===== config.mk =====
export PLATFORM = sky130hd
export DESIGN_NAME = keypad_matrix_scan
export DESIGN_NICKNAME = d
export VERILOG_FILES = /design/src/rtl/keypad_pkg.sv /design/src/rtl/keypad_col_scanner.sv /design/src/rtl/keypad_matrix_scan.sv
export SDC_FILE = /design/constraint.sdc
export NUM_CORES = 1
export LEC_CHECK = 0
export CORE_ASPECT_RATIO = 1.1
export CORE_MARGIN = 10
export CORE_UTILIZATION = 35
export CTS_BUF_LIST = sky130_fd_sc_hd__clkbuf_8
export CTS_CLUSTER_DIAMETER = 150
export DETAILED_ROUTE_END_ITERATION = 16
export SLEW_MARGIN = 20
export SYNTH_ARGS = -nofsm -noshare
export SYNTH_HDL_FRONTEND = slang
export SYNTH_SLANG_ARGS = --single-unit
export TNS_END_PERCENT = 5

===== constraint.sdc =====
create_clock -name clk -period 8.3 [get_ports clk]
set_clock_uncertainty 0.2 [all_clocks]
set_input_delay 2.49 -clock clk [delete_from_list [all_inputs] [get_ports clk]]
set_output_delay 2.49 -clock clk [all_outputs]
set_load 0.03 [all_outputs]

===== src/rtl/keypad_pkg.sv =====
// Shared definitions for the matrix-keypad scanner.
//   - key_state_t    : event FSM states (IDLE, PRESSED, BLOCKED)
//   - DEF_*          : default parameter values for the scanner
//   - popcount / exactly_one / more_than_one : bitmap population helpers,
//     bitmaps are zero-extended to MAP_W bits by the caller.
package keypad_pkg;

  typedef enum logic [1:0] {
    IDLE    = 2'd0,
    PRESSED = 2'd1,
    BLOCKED = 2'd2
  } key_state_t;

  localparam int DEF_ROWS         = 4;
  localparam int DEF_COLS         = 3;
  localparam int DEF_SCAN_DIV     = 1000;
  localparam int DEF_DEBOUNCE     = 4;
  localparam int DEF_REPEAT_DELAY = 32;
  localparam int DEF_REPEAT_RATE  = 8;

  // Widest bitmap supported (8 rows x 8 columns).
  localparam int MAP_W = 64;

  function automatic int popcount(input logic [MAP_W-1:0] v);
    int n;
    n = 0;
    for (int i = 0; i < MAP_W; i++) n += int'(v[i]);
    return n;
  endfunction

  function automatic logic exactly_one(input logic [MAP_W-1:0] v);
    return popcount(v) == 1;
  endfunction

  function automatic logic more_than_one(input logic [MAP_W-1:0] v);
    return popcount(v) > 1;
  endfunction

endpackage


===== src/rtl/keypad_col_scanner.sv =====
// Column scan timing for the keypad scanner.
// Drives one column low at a time for SCAN_DIV cycles each, cycling
// 0..COLS-1, and flags the last dwell cycle of every column (sample) and
// of the last column (frame_end).
// Ports:
//   clk, rst   : clock, asynchronous active-low reset
//   col_n      : column drive, exactly one bit low
//   col_idx    : index of the column currently driven
//   sample     : high on the last dwell cycle of the current column
//   frame_end  : high on the last dwell cycle of column COLS-1
module keypad_col_scanner
  import keypad_pkg::*;
#(
  parameter int COLS     = DEF_COLS,
  parameter int SCAN_DIV = DEF_SCAN_DIV,
  localparam int IW      = (COLS > 1) ? $clog2(COLS) : 1
) (
  input  logic            clk,
  input  logic            rst,
  output logic [COLS-1:0] col_n,
  output logic [IW-1:0]   col_idx,
  output logic            sample,
  output logic            frame_end
);

  localparam int DW = $clog2(SCAN_DIV);

  logic [DW-1:0] dwell;

  assign sample    = (dwell == DW'(SCAN_DIV - 1));
  assign frame_end = sample && (col_idx == IW'(COLS - 1));
  assign col_n     = ~(COLS'(1) << col_idx);

  always_ff @(posedge clk or negedge rst) begin
    if (!rst) begin
      dwell   <= '0;
      col_idx <= '0;
    end else if (sample) begin
      dwell   <= '0;
      col_idx <= (col_idx == IW'(COLS - 1)) ? '0 : col_idx + 1'b1;
    end else begin
      dwell   <= dwell + 1'b1;
    end
  end

endmodule


===== src/rtl/keypad_matrix_scan.sv =====
// Matrix-keypad scanner: scans columns, samples active-low rows, debounces
// the whole key bitmap frame by frame and emits one binary key code per
// debounced single-key press over a valid/ready handshake.
// Optional feature macro: KEYPAD_REPEAT_EN enables typematic repeat
// (REPEAT_DELAY frames before the first repeat, then every REPEAT_RATE).
// Ports:
//   clk, rst   : clock, asynchronous active-low reset
//   row_n      : row lines, low = key closed on driven column (async)
//   col_n      : column drive, exactly one bit low
//   key_code   : row*COLS + col of the accepted key
//   key_valid  : key_code valid, held until key_ready
//   key_ready  : consumer accept
//   key_held   : debounced bitmap non-zero
//   overrun    : one-cycle pulse when an event is dropped
module keypad_matrix_scan
  import keypad_pkg::*;
#(
  parameter int ROWS     = DEF_ROWS,
  parameter int COLS     = DEF_COLS,
  parameter int SCAN_DIV = DEF_SCAN_DIV,
  parameter int DEBOUNCE = DEF_DEBOUNCE,
`ifdef KEYPAD_REPEAT_EN
  parameter int REPEAT_DELAY = DEF_REPEAT_DELAY,
  parameter int REPEAT_RATE  = DEF_REPEAT_RATE,
`endif
  localparam int CW = (ROWS * COLS > 1) ? $clog2(ROWS * COLS) : 1
) (
  input  logic            clk,
  input  logic            rst,
  input  logic [ROWS-1:0] row_n,
  output logic [COLS-1:0] col_n,
  output logic [CW-1:0]   key_code,
  output logic            key_valid,
  input  logic            key_ready,
  output logic            key_held,
  output logic            overrun
);

  localparam int N  = ROWS * COLS;
  localparam int IW = (COLS > 1) ? $clog2(COLS) : 1;
  localparam int SW = $clog2(DEBOUNCE + 1);

  function automatic logic [CW-1:0] encode(input logic [N-1:0] m);
    logic [CW-1:0] c;
    c = '0;
    for (int i = N - 1; i >= 0; i--) if (m[i]) c = CW'(i);
    return c;
  endfunction

  logic [IW-1:0]   col_idx;
  logic            sample, frame_end;
  logic [ROWS-1:0] row_n_p0, row_n_p1;
  logic [N-1:0]    frame_acc, frame_prev, frame_now, deb_map;
  logic [SW-1:0]   stab_cnt, stab_nxt;
  logic            deb_load, emit, accept;
  key_state_t      state, state_nxt;
  logic [CW-1:0]   key_code_nxt;
  logic            key_valid_nxt, overrun_nxt;

  keypad_col_scanner #(
    .COLS     (COLS),
    .SCAN_DIV (SCAN_DIV)
  ) u_scan (
    .clk       (clk),
    .rst       (rst),
    .col_n     (col_n),
    .col_idx   (col_idx),
    .sample    (sample),
    .frame_end (frame_end)
  );

  // Stage p0/p1: two-flop row synchroniser
  always_ff @(posedge clk) begin
    row_n_p0 <= row_n;
    row_n_p1 <= row_n_p0;
  end

  // Frame assembly: current frame with the driven column's rows patched in,
  // so the frame is complete on the frame_end cycle itself.
  always_comb begin
    frame_now = frame_acc;
    for (int r = 0; r < ROWS; r++)
      for (int c = 0; c < COLS; c++)
        if (col_idx == IW'(c)) frame_now[r*COLS + c] = ~row_n_p1[r];
  end

  always_comb begin
    if (frame_now != frame_prev)       stab_nxt = SW'(1);
    else if (stab_cnt == SW'(DEBOUNCE)) stab_nxt = stab_cnt;
    else                               stab_nxt = stab_cnt + 1'b1;
  end

  assign deb_load = frame_end && (stab_nxt == SW'(DEBOUNCE));
  assign key_held = |deb_map;

  always_ff @(posedge clk or negedge rst) begin
    if (!rst) begin
      frame_acc  <= '0;
      frame_prev <= '0;
      stab_cnt   <= '0;
      deb_map    <= '0;
    end else begin
      if (sample) frame_acc <= frame_now;
      if (frame_end) begin
        frame_prev <= frame_now;
        stab_cnt   <= stab_nxt;
      end
      if (deb_load) deb_map <= frame_now;
    end
  end

`ifdef KEYPAD_REPEAT_EN
  localparam int RPT_MAX = (REPEAT_DELAY > REPEAT_RATE) ? REPEAT_DELAY : REPEAT_RATE;
  localparam int RW      = $clog2(RPT_MAX + 1);
  logic [RW-1:0] rpt_cnt, rpt_cnt_nxt;
  logic          rpt_armed, rpt_armed_nxt;

  always_ff @(posedge clk or negedge rst) begin
    if (!rst) begin
      rpt_cnt   <= '0;
      rpt_armed <= 1'b0;
    end else begin
      rpt_cnt   <= rpt_cnt_nxt;
      rpt_armed <= rpt_armed_nxt;
    end
  end
`endif

  // Event FSM and output handshake, evaluated on the bitmap being loaded
  always_comb begin
    state_nxt = state;
    emit      = 1'b0;
`ifdef KEYPAD_REPEAT_EN
    rpt_cnt_nxt   = rpt_cnt;
    rpt_armed_nxt = rpt_armed;
`endif
    if (deb_load) begin
      case (state)
        IDLE: begin
          if (exactly_one(MAP_W'(frame_now))) begin
            state_nxt = PRESSED;
            emit      = 1'b1;
`ifdef KEYPAD_REPEAT_EN
            rpt_cnt_nxt   = '0;
            rpt_armed_nxt = 1'b0;
`endif
          end else if (more_than_one(MAP_W'(frame_now))) begin
            state_nxt = BLOCKED;
          end
        end
        PRESSED: begin
          // Any change other than a full release (extra key, or a
          // different single key) needs a full release before the next event.
          if (frame_now == '0)          state_nxt = IDLE;
          else if (frame_now != deb_map) state_nxt = BLOCKED;
`ifdef KEYPAD_REPEAT_EN
          else begin
            rpt_cnt_nxt = rpt_cnt + 1'b1;
            if (rpt_cnt_nxt == RW'(rpt_armed ? REPEAT_RATE : REPEAT_DELAY)) begin
              emit          = 1'b1;
              rpt_cnt_nxt   = '0;
              rpt_armed_nxt = 1'b1;
            end
          end
`endif
        end
        BLOCKED: if (frame_now == '0) state_nxt = IDLE;
        default: state_nxt = IDLE;
      endcase
    end

    accept        = key_valid & key_ready;
    key_valid_nxt = key_valid & ~accept;
    key_code_nxt  = key_code;
    overrun_nxt   = 1'b0;
    if (emit) begin
      if (!key_valid || accept) begin
        key_valid_nxt = 1'b1;
        key_code_nxt  = encode(frame_now);
      end else begin
        overrun_nxt   = 1'b1;
      end
    end
  end

  // Output register stage
  always_ff @(posedge clk or negedge rst) begin
    if (!rst) begin
      state     <= IDLE;
      key_code  <= '0;
      key_valid <= 1'b0;
      overrun   <= 1'b0;
    end else begin
      state     <= state_nxt;
      key_code  <= key_code_nxt;
      key_valid <= key_valid_nxt;
      overrun   <= overrun_nxt;
    end
  end

endmodule


==> summary.md, run 1 <==
| Metric | Value |
|---|---|
| Outcome | completed |
| Combinational Power Share | under 10% |
| Clock tree buffer depth | 2 |
| Post-synth top area share | around 35% |
| Inserted Clock Buffers | 9 |
| GRT Overall Usage | roughly 15% |
| Data arrival, critical path | about 7000 ps |
| EDFF count, synth | 0 |
| Hold Path Depth | 0 |
| Synth warn | 0 |
| Synth Instances | between 400 and 500 |
| Sequential area share after synthesis | between 30% and 40% |
| Vias in the first global route | about 3.5k |
| Vias after detailed routing | roughly 3.6k |
| Largest net degree at the start of global routing | 60 |
| Setup CP Type | reg -> reg |
| Final Hold Viols | 0 |
| Clk pwr share | 38.5% |
| FP Rows | between 40 and 50 |
| Hold Crit Class | reg -> reg |
| RSZ-0062 raised after global routing | false |
| Drt total wl | between 10000 and 15000 um |
| Core Area | about 12000 um2 |
| Die span in x | roughly 120 um |
| Total gr overflow | 0 |
| Area occupied by registers | 1640 um2 |
| Detailed-route DRC error count | 0 |
| Layout cell share with drive strength beyond 1 | under 10% |
| Final slew viol count | 0 |
| Crit path max fanout | 31 |
| Worst relative slew slack | 32.4% |
| GR peak layer | met2 |
| Power Dens Cells | roughly 130 nW/um2 |
| Post-CTS setup buffer count | 0 |
| Mapped Nets | around 500 |
| DRT Pass-1 Iters | 5 |
| Multi-input gate area | roughly 2300 um2 |
| Synth area leaders | dfrtp_1 35%, o21ai_0 5.7%, nand2_1 4.8% |
| Sequential share of power | a little over half |
| Cell area after layout | between 4000 and 5000 um2 |
| Area leader, netlist | dfrtp_1 |
| Distinct cells, synth | between 60 and 70 |
| Root Driver | clkbuf_8 |
| Max H-tree Level | 3 |
| First-pass GRT wire length | between 15000 and 20000 um |
| Final Cycle Share | 83.4% |
| Hold buffer count at cts | 0 |
| Final Non-Filler Cells | between 600 and 700 |
| Global routing usage on met2 | between 20 and 25% |
| Reg clk slew, reported paths | ~80 ps |
| R2R setup slack | 1380 ps |
| Placed cell areas | 4420 um2 |
| Avg Inst Size Synth | a little under 9 um2 |
| R2R cell count | 19 |
| Initial core utilization | 36.0% |
| Post-route ant nets | 0 |
| Antenna fix cells | 0 |
| Wire length per cell | 18.7 um |
| Clk_lat worst skew | about 350 ps |
| Die ar. | around 17000 um2 |
| Most common cell after layout, fill and taps aside | dfrtp_1 |
| Peak VDD IR | around 0.056 mV |
| RePlAce Congestion | 0.931 |
| Most frequent cells in the layout | 59 x dfrtp_1, 53 x nand2_1, 47 x o21ai_0 |
| Chip Height | 134 um |
| Routing usage on met1 | 19.8% |
| Required time worst endpoint | about 8300 ps |
| Internal power | 0.456 mW |
| Synthesized area | about 4200 um2 |
| Crit path time final | 6920 ps |
| Hold_ws | approximately 130 ps |
| Worst-Margin Slew | roughly 1000 ps |
| Placed cells | between 600 and 700 |
| Tot Pwr | about 0.61 mW |
| Final count of negative-setup-slack endpoints | 0 |
| CTS tree | done |
| I/O pin cnt | 17 |
| Routing usage on met3 | a little over 3% |
| Leakage | a little under 2 nW |
| Synth async-reset ratio | around nine tenths |
| Initial drt markers | 280 |
| Port bufs | 16 |
| Fillers | 1204 |
| Layout area overhead | 10.3% |
| Initial antenna violation count | 0 |
| Post_cts resized | 0 |
| Max Freq | 0.144 GHz |
| Final setup TNS | 0 ps |
| Main flop type after synthesis | dfrtp_1 |
| Startpoint types | flip-flop |
| Net Sw Power | ~0.15 mW |
| Synthesized flop and latch total | 67 |
| Via density | between 5 and 6 |
| # clock sinks | 67 |
| Dpl hpwl | between 8000 and 9000 um |
| Net Sw Frac | between 20% and 30% |
| Nets | just over 500 |
| Max Cap Violations | 0 |
| Critical Path End Type | flip-flop |
power by group through the flow:
stage / Combinational, mW / Sequential [mW] / Clock [mW]
floorplan: 0.0271 / 0.335 / 0
detailed placement: 0.0435 / 0.337 / 0
global route: 0.0496 / 0.331 / 0.258
finish: 0.0431 / 0.331 / 0.234
CTS: 0.0439 / 0.331 / 0.242
global placement: 0.0418 / 0.337 / 0
synthesized netlist by cell type (4+ instances only):
cell	number
nor3b_1	5
buf_2	10
nand3_1	17
a31oi_1	8
nand2_1	53
clkbuf_1	16
nor2b_1	10
inv_1	27
nand3b_1	4
nor2_1	40
fa_1	7
xnor2_1	10
ha_1	8
nand4_1	5
nor3_1	7
mux2_4	4
o21ai_0	47
nor4_1	6
a21oi_1	39
xor2_1	11
o22ai_1	4
dfxtp_1	8
o31ai_1	4
dfrtp_1	59
nand2b_1	7
a211oi_1	4
critical path, cell delays in order, from the launching register on:
cell and delay (ps):
dfrtp_1 1020, nor2_2 260, inv_1 440, nor2_1 70, a21oi_1 540, fa_1 540
fa_1 490, fa_1 520, fa_1 420, inv_1 70, ha_1 150, inv_1 50
fa_1 380, a2111oi_0 420, a21oi_1 80, nor3b_1 260, nand3_1 130, or2_1 270
nand2b_4 180, mux2_4 300
path summary, 6_finish.rpt:
path / startpoint / to
worst min register to register: row_n_p0[3] / row_n_p1[3]
max in group asynchronous: rst / deb_map[3]
min in group asynchronous: rst / frame_acc[2]
worst max-delay path: u_scan.col_idx[1] / key_code[2]
worst max register to register: u_scan.col_idx[1] / key_code[2]
worst min-delay path: row_n_p0[3] / row_n_p1[3]
area by class of cell:
class                           count  share of cell area, %
Multi-Input combinational cell    357                   50.1
Sequential cell                    67                   35.7
Timing Repair Buffer               21                   4.20
Tap cell                          150                   4.09
Clock buffer                       10                   3.00
Inverter                           29                   2.37
Clock inverter                      6                  0.600
registers in the layout (all words and copies together) (netlist names):
register and flops:
row_n_p0 4, deb_map 12, state 2, u_scan.col_idx 2, key_valid 1, frame_prev 12
overrun 1, stab_cnt 3, frame_acc 12, u_scan.dwell 10, row_n_p1 4, key_code 4
stage by stage:
step           util [%]  worst slack [ps]
4_1_cts            39.8              1400
5_1_grt            39.8               893
3_5_place_dp       38.3              1470
3_3_place_gp       38.3              1680
2_1_floorplan         -              2400
6_report           39.8              1380
layer usage:
metal / vias to the layer above / wire, um
li1: 1710 / -
met1: 1703 / 5230
met2: 125 / 5690
met3: 21 / 806
met4: 0 / 280
met5: - / 0
cells by family after synthesis:
logic type	share of synthesized area [%]
AND/OR/NAND/NOR	20.9
AO/OA/AOI/OAI	21.2
flip-flops	39.4
buffers and inverters	5.63
XOR/XNOR	4.42
adder cells (fa/ha/maj)	5.78
multiplexers	2.74
Power figures use the tool's default switching activity.
==> inputs of run 2 (changes only) <==
==> constraint.sdc (replaced) <==
create_clock -name clk -period 6.68 [get_ports clk]
set_clock_uncertainty 0.2 [all_clocks]
set_input_delay 2.004 -clock clk [delete_from_list [all_inputs] [get_ports clk]]
set_output_delay 2.004 -clock clk [all_outputs]
set_load 0.03 [all_outputs]
==> run 2 against run 1 <==
  * Sequential share of layout area down 0.73 points
  * Clock power up 37%
  * Setup slack worse by 690 ps
  * Sequential power up 24%
  * Via count up 2.8%
  * Total power up 29%
  * Critical path depth unchanged
  * Maximum frequency up 15%
  * Die area unchanged
  * Cell count up 1.6%
  * Largest cell class unchanged
==> summary.md, run 2 (synthesis results as in run 1) <==
| Metric | Value |
|---|---|
| Peak VDD IR | around 0.082 mV |
| I/O pin cnt | 17 |
| Final Non-Filler Cells | 650 |
| Crit path max fanout | 11 |
| Area occupied by registers | roughly 1600 um2 |
| Multi-input gate area | about 2300 um2 |
| Initial core utilization | 36.0% |
| Final setup TNS | 0 ps |
| Max Cap Violations | 0 |
| Required time worst endpoint | approximately 6700 ps |
| Hold buffer count at cts | 0 |
| Die span in x | approximately 120 um |
| Final Cycle Share | between 80% and 90% |
| Final Core Density | 40.6% |
| Tot Pwr | 0.787 mW |
| Worst relative slew slack | 48.5% |
| RePlAce Congestion | a little over 0.9 |
| Final Hold Viols | 0 |
| Fillers | roughly 1.2k |
| Port bufs | 16 |
| Data arrival, critical path | ~6100 ps |
| DRT Pass-1 Iters | 5 |
| Crit-path cells | buf_4, nor2_2, inv_1, a21oi_1, fa_1, fa_1, fa_1, fa_1, inv_1, ha_1, inv_1, fa_1, a2111oi_0, a21oi_1, nor3b_1, nand3_1, or2_1, nand2b_4, mux2_4 |
| Clk_lat worst skew | around 360 ps |
| Nets | 517 |
| Initial antenna violation count | 0 |
| Placed cells | ~630 |
| Hold Path Depth | 0 |
| Most common cell after layout, fill and taps aside | dfrtp_1 |
| Layout cell share with drive strength beyond 1 | 10.2% |
| GRT Overall Usage | between 10% and 20% |
| Leakage | a little under 2 nW |
| First-pass GRT wire length | 19200 um |
| Clock tree buffer depth | 2 |
| Critical path's slowest cell | fa_1 |
| Post_cts resized | 0 |
| Wire length per cell | around 18 um |
| Core Area | 11500 um2 |
| Chip Height | 134 um |
| RSZ-0062 raised after global routing | false |
| Startpoint types | flip-flop |
| Vias in the first global route | around 3.5k |
| Post-route ant nets | 0 |
| Power Dens Cells | approximately 170 nW/um2 |
| # clock sinks | 67 |
| Die ar. | approximately 17000 um2 |
| Drt total wl | around 12000 um |
| Initial drt markers | around 220 |
| Detailed-route DRC error count | 0 |
| Max Freq | approximately 0.17 GHz |
| Largest net degree at the start of global routing | 60 |
| Post-CTS setup buffer count | 0 |
| CP peak stage delay | 530 ps |
| Root Driver | clkbuf_8 |
| Setup CP Type | reg -> reg |
| Via density | roughly 5.6 |
| Crit path top cell by count | fa_1 |
| FP Rows | between 40 and 50 |
| Reg clk slew, reported paths | approximately 80 ps |
| Worst-Margin Slew | 772 ps |
| Biggest regs | deb_map x12, frame_acc x12, frame_prev x12 |
| Layout area overhead | 12.6% |
| CTS tree | done |
| Final slew viol count | 0 |
| Crit path time final | between 5000 and 6000 ps |
| Total gr overflow | 0 |
| R2R cell count | 19 |
| Inserted Clock Buffers | 9 |
| Final count of negative-setup-slack endpoints | 0 |
| Vias after detailed routing | about 3.7k |
| Critical Path End Type | flip-flop |
| Hold Crit Class | reg -> reg |
| Most frequent cells in the layout | 59 x dfrtp_1, 53 x nand2_1, 47 x o21ai_0 |
| Max H-tree Level | 3 |
| Dpl hpwl | 8790 um |
| Outcome | completed |
| Antenna fix cells | 0 |
==> run 2: critical path: cells and delay by family (launching register included) <==
family | cells | cell delay [ps]
adders and majority gates | 6 | 2470
and+or+nand+nor | 5 | 1040
AOI/OAI and AO/OA | 3 | 870
DFF | 1 | 520
buffers and inverters | 4 | 460
muxes | 1 | 300
==> run 2: layout make-up <==
| cell class | count | share of cell area, % |
|---|---|---|
| Multi-Input combinational cell | 357 | 49.0 |
| Sequential cell | 67 | 34.9 |
| Timing Repair Buffer | 31 | 5.72 |
| Tap cell | 150 | 4.01 |
| Clock buffer | 10 | 2.94 |
| Inverter | 29 | 2.32 |
| Clock inverter | 6 | 1.04 |
==> run 2: power breakdown <==
group / switching [mW] / internal (mW) / leakage (nW)
Sequential: 0.00289 / 0.407 / 0.878
Combinational: 0.0348 / 0.0217 / 0.994
Clock: 0.173 / 0.147 / 0.0851
==> run 2: metrics by stage <==
| stage | cell area (um2) | setup slack [ps] | hold slack, ps |
|---|---|---|---|
| 3_3_place_gp | 4500 | 860 | 111 |
| 2_1_floorplan | 4160 | 781 | 110 |
| 6_report | 4680 | 683 | 134 |
| 5_1_grt | 4680 | 283 | 148 |
| 3_5_place_dp | 4500 | 720 | 114 |
| 4_1_cts | 4680 | 718 | 136 |
==> run 2: routing by layer <==
layer,vias to the layer above,part of all wire (%),GRT usage [%]
li1,1731,-,-
met1,1786,44,19.2
met2,122,47,22.7
met3,21,6.8,3.78
met4,0,1.9,5.44
met5,-,0,0
==> run 2: final timing paths <==
path                       slack [ps]               from           to
max                               680  u_scan.col_idx[1]  key_code[0]
min                               130        row_n_p0[3]  row_n_p1[3]
max reg2reg                       680  u_scan.col_idx[1]  key_code[0]
min reg2reg                       130        row_n_p0[3]  row_n_p1[3]
max in group asynchronous        4170                rst   deb_map[7]
min in group asynchronous        1590                rst  stab_cnt[2]
==> inputs of run 3 (changes only) <==
--- a/config.mk
+++ b/config.mk
@@ -5,7 +5,6 @@
 export SDC_FILE = /design/constraint.sdc
 export NUM_CORES = 1
 export LEC_CHECK = 0
-export CORE_ASPECT_RATIO = 1.1
 export CORE_MARGIN = 10
 export CORE_UTILIZATION = 35
 export CTS_BUF_LIST = sky130_fd_sc_hd__clkbuf_8
==> constraint.sdc (replaced) <==
create_clock -name clk -period 6.68 [get_ports clk]
set_clock_uncertainty 0.2 [all_clocks]
set_input_delay 2.004 -clock clk [delete_from_list [all_inputs] [get_ports clk]]
set_output_delay 2.004 -clock clk [all_outputs]
set_load 0.005 [all_outputs]
==> run 3 against run 2 <==
  * Setup slack got worse by 150 ps
  * Die area barely moved
  * Critical path type unchanged
  * Combinational power rose by 3.5%
  * Clock-buffer cell count fell by 1
==> summary.md, run 3 (synthesis results as in run 1) <==
| Metric | Value |
|---|---|
| Final Core Density | ~40% |
| Initial antenna violation count | 0 |
| FP Rows | 39 |
| Reg2reg start | u_scan.col_idx[1] |
| RSZ-0062 raised after global routing | false |
| Via density | between 5 and 6 |
| Drt total wl | 12300 um |
| Outcome | completed |
| Crit path launch | u_scan.col_idx[1] |
| Core Area | 11500 um2 |
| Clk_lat worst skew | roughly 360 ps |
| Crit path time final | just over 6000 ps |
| Final Hold Viols | 0 |
| Placed cells | between 600 and 700 |
| GRT Overall Usage | between 10% and 20% |
| Hold buffer count at cts | 0 |
| Worst-Margin Slew | ~750 ps |
| Critical Path End Type | flip-flop |
| Max Cap Violations | 0 |
| Startpoint types | flip-flop |
| CTS tree | done |
| Nets | about 520 |
| Hold Crit Class | reg -> reg |
| Die span in x | between 100 and 150 um |
| Final WS setup | approximately 540 ps |
| # clock sinks | 67 |
| Final slew viol count | 0 |
| Largest net degree at the start of global routing | 60 |
| Antenna fix cells | 0 |
| Port bufs | 16 |
| Final Cycle Share | about 92% |
| Reg clk slew, reported paths | ~80 ps |
| Final Non-Filler Cells | approximately 640 |
| Inserted Clock Buffers | 9 |
| Fillers | 1188 |
| Most frequent cells in the layout | 59 x dfrtp_1, 53 x nand2_1, 47 x o21ai_0 |
| Die ar. | around 17000 um2 |
| Layout area overhead | 12.6% |
| Initial drt markers | between 200 and 300 |
| Required time worst endpoint | ~6700 ps |
| RePlAce Congestion | 0.932 |
| First-pass GRT wire length | between 15000 and 20000 um |
| Leakage | about 2 nW |
| R2R cell count | 19 |
| Reg-to-Reg End | key_code[2] |
| Max Freq | 0.163 GHz |
| Chip Height | around 130 um |
| Final count of negative-setup-slack endpoints | 0 |
| Most common cell after layout, fill and taps aside | dfrtp_1 |
| Post-CTS setup buffer count | 0 |
| Final setup TNS | 0 ps |
| Worst Setup EP | key_code[2] |
| R2R setup slack | approximately 540 ps |
| Biggest regs | deb_map x12, frame_acc x12, frame_prev x12 |
| Vias in the first global route | ~3.5k |
| Wire length per cell | 19.1 um |
| DRT Pass-1 Iters | 5 |
| Max H-tree Level | 3 |
| Total gr overflow | 0 |
| Crit path max fanout | 18 |
| Detailed-route DRC error count | 0 |
| Setup CP Type | reg -> reg |
| Data arrival, critical path | roughly 6200 ps |
| Cell area after layout | around 4700 um2 |
| Post-route ant nets | 0 |
| Power Dens Cells | between 150 and 200 nW/um2 |
| Layout cell share with drive strength beyond 1 | roughly a tenth |
| Worst relative slew slack | 49.8% |
| Peak VDD IR | between 0.09 and 0.1 mV |
| Vias after detailed routing | ~3.7k |
| Dpl hpwl | approximately 9000 um |
| Initial core utilization | 36.1% |
| Root Driver | clkbuf_8 |
| I/O pin cnt | 17 |
| Placed cell areas | 4480 um2 |
| Clock tree buffer depth | 2 |
| Post_cts resized | 0 |
| Place WS | approximately 630 ps |
==> run 3: cell types whose count changed in the layout (fill, tap and decap cells not counted) <==
cell	before	now
bufinv_16	0	1
clkinvlp_4	3	2
buf_4	15	14
clkinv_4	2	1
clkinv_2	0	1
clkbuf_8	10	9
inv_6	1	2
==> run 3: per-stage QoR <==
stage,total power [mW],hold WS (ps)
2_1_floorplan,0.450,110
3_3_place_gp,0.475,112
3_5_place_dp,0.475,116
4_1_cts,0.828,136
5_1_grt,0.851,149
6_report,0.818,134
==> run 3: per-layer routing <==
metal	share of wire [%]	GRT usage [%]	vias up	wire, um
li1	-	-	1727	-
met1	46	20.8	1773	5600
met2	45	23.2	143	5470
met3	7.1	3.26	23	874
met4	2.7	6.29	0	337
met5	0	0	-	0
==> run 3: worst min path at each step <==
stage,slack [ps],startpoint,depth (start not counted),to
after floorplan,110,row_n_p0[0],0,row_n_p1[0]
after global placement,110,row_n_p0[3],0,row_n_p1[3]
after detailed placement,120,row_n_p0[0],0,row_n_p1[0]
after CTS,140,row_n_p0[0],0,row_n_p1[0]
after global routing,150,row_n_p0[3],0,row_n_p1[3]
final,130,row_n_p0[3],0,row_n_p1[3]
==> run 3: power by group <==
group | switching, mW | internal, mW | leakage [nW]
logic | 0.0367 | 0.0219 | 0.988
clock network | 0.176 | 0.175 | 0.0962
registers | 0.00182 | 0.407 | 0.878
==> run 3: cell type report <==
type,count,area [um2],area share [%]
clock inverters,7,76.3,1.63
flip-flops and latches,67,1640,35.0
well taps,143,179,3.82
multi-input cells,357,2300,49.1
repair buffers,30,260,5.56
inverters,29,109,2.32
clock buffers,9,124,2.65
==> run 3: critical path: stages, from the launching register on <==
cell	delay (ps)
dfrtp_1	700
nor2_2	90
inv_1	370
nor2_1	80
a21oi_1	340
fa_1	500
fa_1	470
fa_1	520
fa_1	410
inv_1	70
ha_1	150
inv_1	50
fa_1	370
a2111oi_0	390
a21oi_1	90
nor3b_1	300
nand3_1	160
or2_1	280
nand2b_4	190
mux2_4	300
==> RTL edit 1: new RTL, settings of run 1 <==
`DEF_SCAN_DIV`: 1000 -> 2000.
--- a/src/rtl/keypad_pkg.sv
+++ b/src/rtl/keypad_pkg.sv
@@ -13,7 +13,7 @@
 
   localparam int DEF_ROWS         = 4;
   localparam int DEF_COLS         = 3;
-  localparam int DEF_SCAN_DIV     = 1000;
+  localparam int DEF_SCAN_DIV     = 2000;
   localparam int DEF_DEBOUNCE     = 4;
   localparam int DEF_REPEAT_DELAY = 32;
   localparam int DEF_REPEAT_RATE  = 8;
Function: same outputs for any inputs over 10 cycles, from zero or initial values and one cycle with rst low; that may be too few to reach the edited logic, so the function may still have changed.
==> RTL edit 1 against run 1 <==
- critical path depth shrank 2
- sequential cell count grew 1
- power grew 9.2%
- synthesized area grew 1.3%
- sequential share of layout area shrank 0.14 points
- first-iteration DRC count grew 1.4%
- design area grew 1.9%
- setup slack gained 370 ps
- hold slack gained 1.1 ps
- via count grew 1.5%
- wire length shrank 1.7%
- critical endpoint unchanged
- highest routed layer unchanged
==> RTL edit 1: results (changes against run 1) <==
* Hold path start: row_n_p0[1]
* Total GRT Usage at 14.3% (-0.60 points)
* FILL cells at 1,156 (-4.0%)
* Syn Nets at 500 (-0.60%)
* Critical-path maximum fanout at 27 (-13%)
* Worst-Skew Late Latency at 360 ps
* Ranking of synthesized cells by area: dfrtp_1 36%, o21ai_0 5.5%, nand2_1 4.3%
* Top cells by count, synth: 60 x dfrtp_1, 48 x nand2_1, 46 x o21ai_0, 32 x nor2_1, 24 x clkbuf_1
* First drt pass iteration count at 6 (+1)
* Min-Delay Endpoint: row_n_p1[1]
* Largest net degree at the start of global routing at 61 (+1.7%)
* Peak VDD IR at 0.0796 mV (+42%)
* CTS resizes at 0 (unchanged)
* Status: finished, final reports clean
* Placed insts at 619 (-0.80%)
* Vias in the first global route at 3,573 (+3.5%)
* Synth cell types at 65 (-5.8%)
* Leakage at 0.00206 uW (+7.4%)
* Slowest cell on crit path: dfrtp_1
* Post-synthesis cell count at 478 (-0.62%)
* Hold slack at 130 ps (+1.10 ps)
* Slew margin rel. at 39.1% (+6.7 points)
* Post-synthesis sequential area ratio at 39.4% (+0.091 points)
* CP max stage delay at 830 ps (-190 ps)
* Final std cells w/o fill at 635 (-0.78%)
* Post-synth ARST share at 88.2% (+0.18 points)
* GP Congestion at 1.03 (+10%)
* CP arrival at 6600 ps (-350 ps)
* WL final at 11,800 um (-1.7%)
* DRC marker count from the first detailed-route iteration at 284 (+1.4%)
* R2R Setup Slk at 1750 ps (+370 ps)
* Cells on worst reg2reg path at 17 (-2)
* Post-DP HPWL at 8530 um (-1.0%)
* Global-route wire length before repair at 19,500 um (+0.57%)
* Via Count at 3,612 (+1.5%)
[RTL edit 1: changes by cell type in the layout (fill, tap and decap cells not counted), moves of 4 or more]
cell and change:
a21oi_1 -17, a21o_1 +14, nand3_1 -10, nor2_1 -8, o22ai_1 +6, inv_1 -5, mux2i_1 +5, nand2_1 -5
mux2_4 -4, nor4bb_1 +4, o31ai_1 -4, xnor2_1 +4
[RTL edit 1: how the worst max path moves through the flow]
stage,slack [ps],startpoint,depth (start not counted),end
floorplan,2590,u_scan.col_idx[0],19,key_code[0]
global placement,2010,u_scan.col_idx[1],17,key_code[0]
detailed placement,1830,u_scan.col_idx[1],17,key_code[2]
CTS,1780,u_scan.col_idx[1],17,key_code[2]
global route,1350,u_scan.col_idx[1],17,key_code[0]
finish,1750,u_scan.col_idx[1],17,key_code[2]
[RTL edit 1: area by class of cell]
type,count,share of cell area (%)
Tap cell,150,4.01
Clock buffer,12,3.53
Sequential cell,68,35.5
Multi-Input combinational cell,354,49.8
Clock inverter,4,0.883
Timing Repair Buffer,21,4.12
Inverter,26,2.09
[RTL edit 1: where the power goes]
| group | total [uW] | switching [uW] | internal (uW) |
|---|---|---|---|
| sequential | 337 | 4.24 | 333 |
| combinational | 42.4 | 25.6 | 16.8 |
| clock | 285 | 124 | 160 |
| total | 664 | 154 | 510 |
[RTL edit 1: cell families after synthesis]
kind of cell / synth area share [%]
and+or+nand+nor: 21.3
AOI/OAI and AO/OA: 20.3
DFF: 39.4
buffers and inverters: 5.23
xor gates and xnor gates: 4.99
adders and majority gates: 5.70
muxes: 3.00
[RTL edit 1: per-stage QoR]
stage	cell area (um2)	worst slack [ps]
CTS	4680	1780
global route	4680	1350
finish	4680	1750
detailed placement	4470	1830
floorplan	4210	2590
global placement	4470	2010
[RTL edit 1: worst max-delay path, delay by kind of cell, from the launching register on]
| family | cells | cell delay, ps |
|---|---|---|
| buf+inv | 3 | 360 |
| flops | 1 | 830 |
| fa+ha+maj | 6 | 2470 |
| mux | 2 | 980 |
| compound gates | 2 | 480 |
| simple gates | 4 | 1110 |
[RTL edit 1: routing by layer]
layer	up-vias	global-route usage [%]	wire, um
met5	-	0	0
met3	35	2.62	633
li1	1700	-	-
met1	1748	18.6	5320
met2	129	22.0	5410
met4	0	7.84	425
==> RTL edit 2: new RTL, flow settings as in run 1 <==
Without the edit above. Put one more register stage on the output `overrun`, without a reset. The value now appears one clock later. The other outputs are not delayed to match. Comments in the files are not updated.
--- a/src/rtl/keypad_matrix_scan.sv
+++ b/src/rtl/keypad_matrix_scan.sv
@@ -40,6 +40,8 @@
   localparam int IW = (COLS > 1) ? $clog2(COLS) : 1;
   localparam int SW = $clog2(DEBOUNCE + 1);
 
+  logic overrun_s0;
+
   function automatic logic [CW-1:0] encode(input logic [N-1:0] m);
     logic [CW-1:0] c;
     c = '0;
@@ -189,13 +191,17 @@
       state     <= IDLE;
       key_code  <= '0;
       key_valid <= 1'b0;
-      overrun   <= 1'b0;
+      overrun_s0 <= 1'b0;
     end else begin
       state     <= state_nxt;
       key_code  <= key_code_nxt;
       key_valid <= key_valid_nxt;
-      overrun   <= overrun_nxt;
-    end
+      overrun_s0 <= overrun_nxt;
+    end
+  end
+
+  always_ff @(posedge clk) begin
+    overrun <= overrun_s0;
   end
 
 endmodule
Check against the original RTL: no difference found for any inputs over 10 cycles, from zero or initial values and one cycle with rst low; that may be too few to reach the edited logic, so the function may still have changed.
==> RTL edit 2 against run 1 <==
- design area fell by 0.95%
- count of clock-buffer cells in the layout shrank 1
- power increased by 18%
- fmax increased by 10%
- setup slack improved by 640 ps
- sequential cell count increased by 1
- global-route usage shrank 1.6 points
- synthesized cell count fell by 11%
- synthesized area fell by 3.2%
- wire length shrank 14%
- largest power group is now clock
- highest routed layer unchanged
==> RTL edit 2: results (changes against run 1) <==
* DR WL met3 at 418 um (-48%)
* Post-DP HPWL at 7600 um (-12%)
* Wire length on met2 at 4860 um (-15%)
* Post-synth ARST share at 86.8% (-1.3 points)
* Grt met2 use at 20.6% (-2.2 points)
* CP max stage delay at 830 ps (-190 ps)
* Mux cell area share after synthesis at 6.49% (+3.8 points)
* FILL cells at 1,150 (-4.5%)
* Global-route wire length before repair at 17,200 um (-11%)
* Post-synthesis sequential area ratio at 41.1% (+1.8 points)
* DR WL/cell at 17.3 um (-7.5%)
* Fin Setup TNS at 0 ps (unchanged)
* Hold path start: row_n_p0[3]
* Layout cells sized above 1 at 8.82% (+1.3 points)
* WS Path Type: flip-flop to flip-flop
* GP Congestion at 0.925 (-0.70%)
* DRC marker count from the first detailed-route iteration at 241 (-14%)
* Placed cell area at 0.00430 mm2 (-2.9%)
* R2R Setup Slk at 2010 ps (+640 ps)
* Cells on worst reg2reg path at 18 (-1)
* # setup viols final at 0 (unchanged)
* WL met1 at 4770 um (-8.8%)
* Status: finished, final reports clean
* Peak VDD IR at 0.0894 mV (+60%)
* FF-to-FF End: key_code[3]
* Top cells by count, synth: 59 x dfrtp_1, 33 x inv_1, 33 x nor2_1, 28 x nand2_1, 26 x a21oi_1
* Synth Area in XOR/XNOR at 4.57% (+0.14 points)
* Routing usage on met3 at 2.72% (-0.34 points)
* Psw at 166 uW (+8.8%)
* Seq pwr share at 46.7% (-7.7 points)
* Vias per Instance at 5.34 (-3.9%)
* Total GRT Usage at 13.4% (-1.6 points)
* Fin nets at 459 (-9.5%)
* Synth cell types at 67 (-2.9%)
* Flip-flop and latch area at 0.00166 mm2 (+1.2%)
* GR Util met1 at 17.5% (-2.4 points)
* Combinational power share at 6.0% (-1.1 points)
* CP arrival at 6320 ps (-630 ps)
* Leakage at 0.00206 uW (+7.4%)
* Post-synthesis adder-cell area fraction at 5.96% (+0.19 points)
* Ranking of synthesized cells by area: dfrtp_1 37%, dfxtp_1 4.5%, mux2i_1 4.0%
* Critical-path maximum fanout at 18 (-42%)
* Synth Area in Compound Gates at 18.4% (-2.8 points)
* Critical path's top delay family: adder cells
* Placed insts at 576 (-7.7%)
* First drt pass iteration count at 5 (unchanged)
* Syn Nets at 450 (-11%)
* Worst-Margin Slew at 761 ps (-253 ps)
* Vias in the first global route at 3,235 (-6.3%)
* Final std cells w/o fill at 592 (-7.5%)
-- RTL edit 2: changes by cell type after synthesis, moves of 4 or more --
cell / delta
mux2_1: +8
nand2_1: -25
buf_2: -8
mux2_4: -4
a31oi_1: -4
inv_1: +6
a21o_1: +9
a21oi_1: -13
nand3_1: -8
o21ai_0: -23
mux2i_1: +14
nor2_1: -7
-- RTL edit 2: metrics by stage --
| step | hold slack [ps] | setup slack (ps) | total power [uW] |
|---|---|---|---|
| 3_5_place_dp | 112 | 2020 | 385 |
| 5_1_grt | 141 | 1630 | 752 |
| 4_1_cts | 132 | 2010 | 728 |
| 3_3_place_gp | 112 | 2170 | 384 |
| 2_1_floorplan | 110 | 2630 | 368 |
| 6_report | 132 | 2010 | 716 |
-- RTL edit 2: area by class of cell --
type                    instances  area share (%)
clock buffers                   9            2.73
inverters                      38            3.14
clock inverters                 7            2.73
well taps                     150            4.13
repair buffers                 22            4.41
multi-input cells             298            46.4
flip-flops and latches         68            36.5
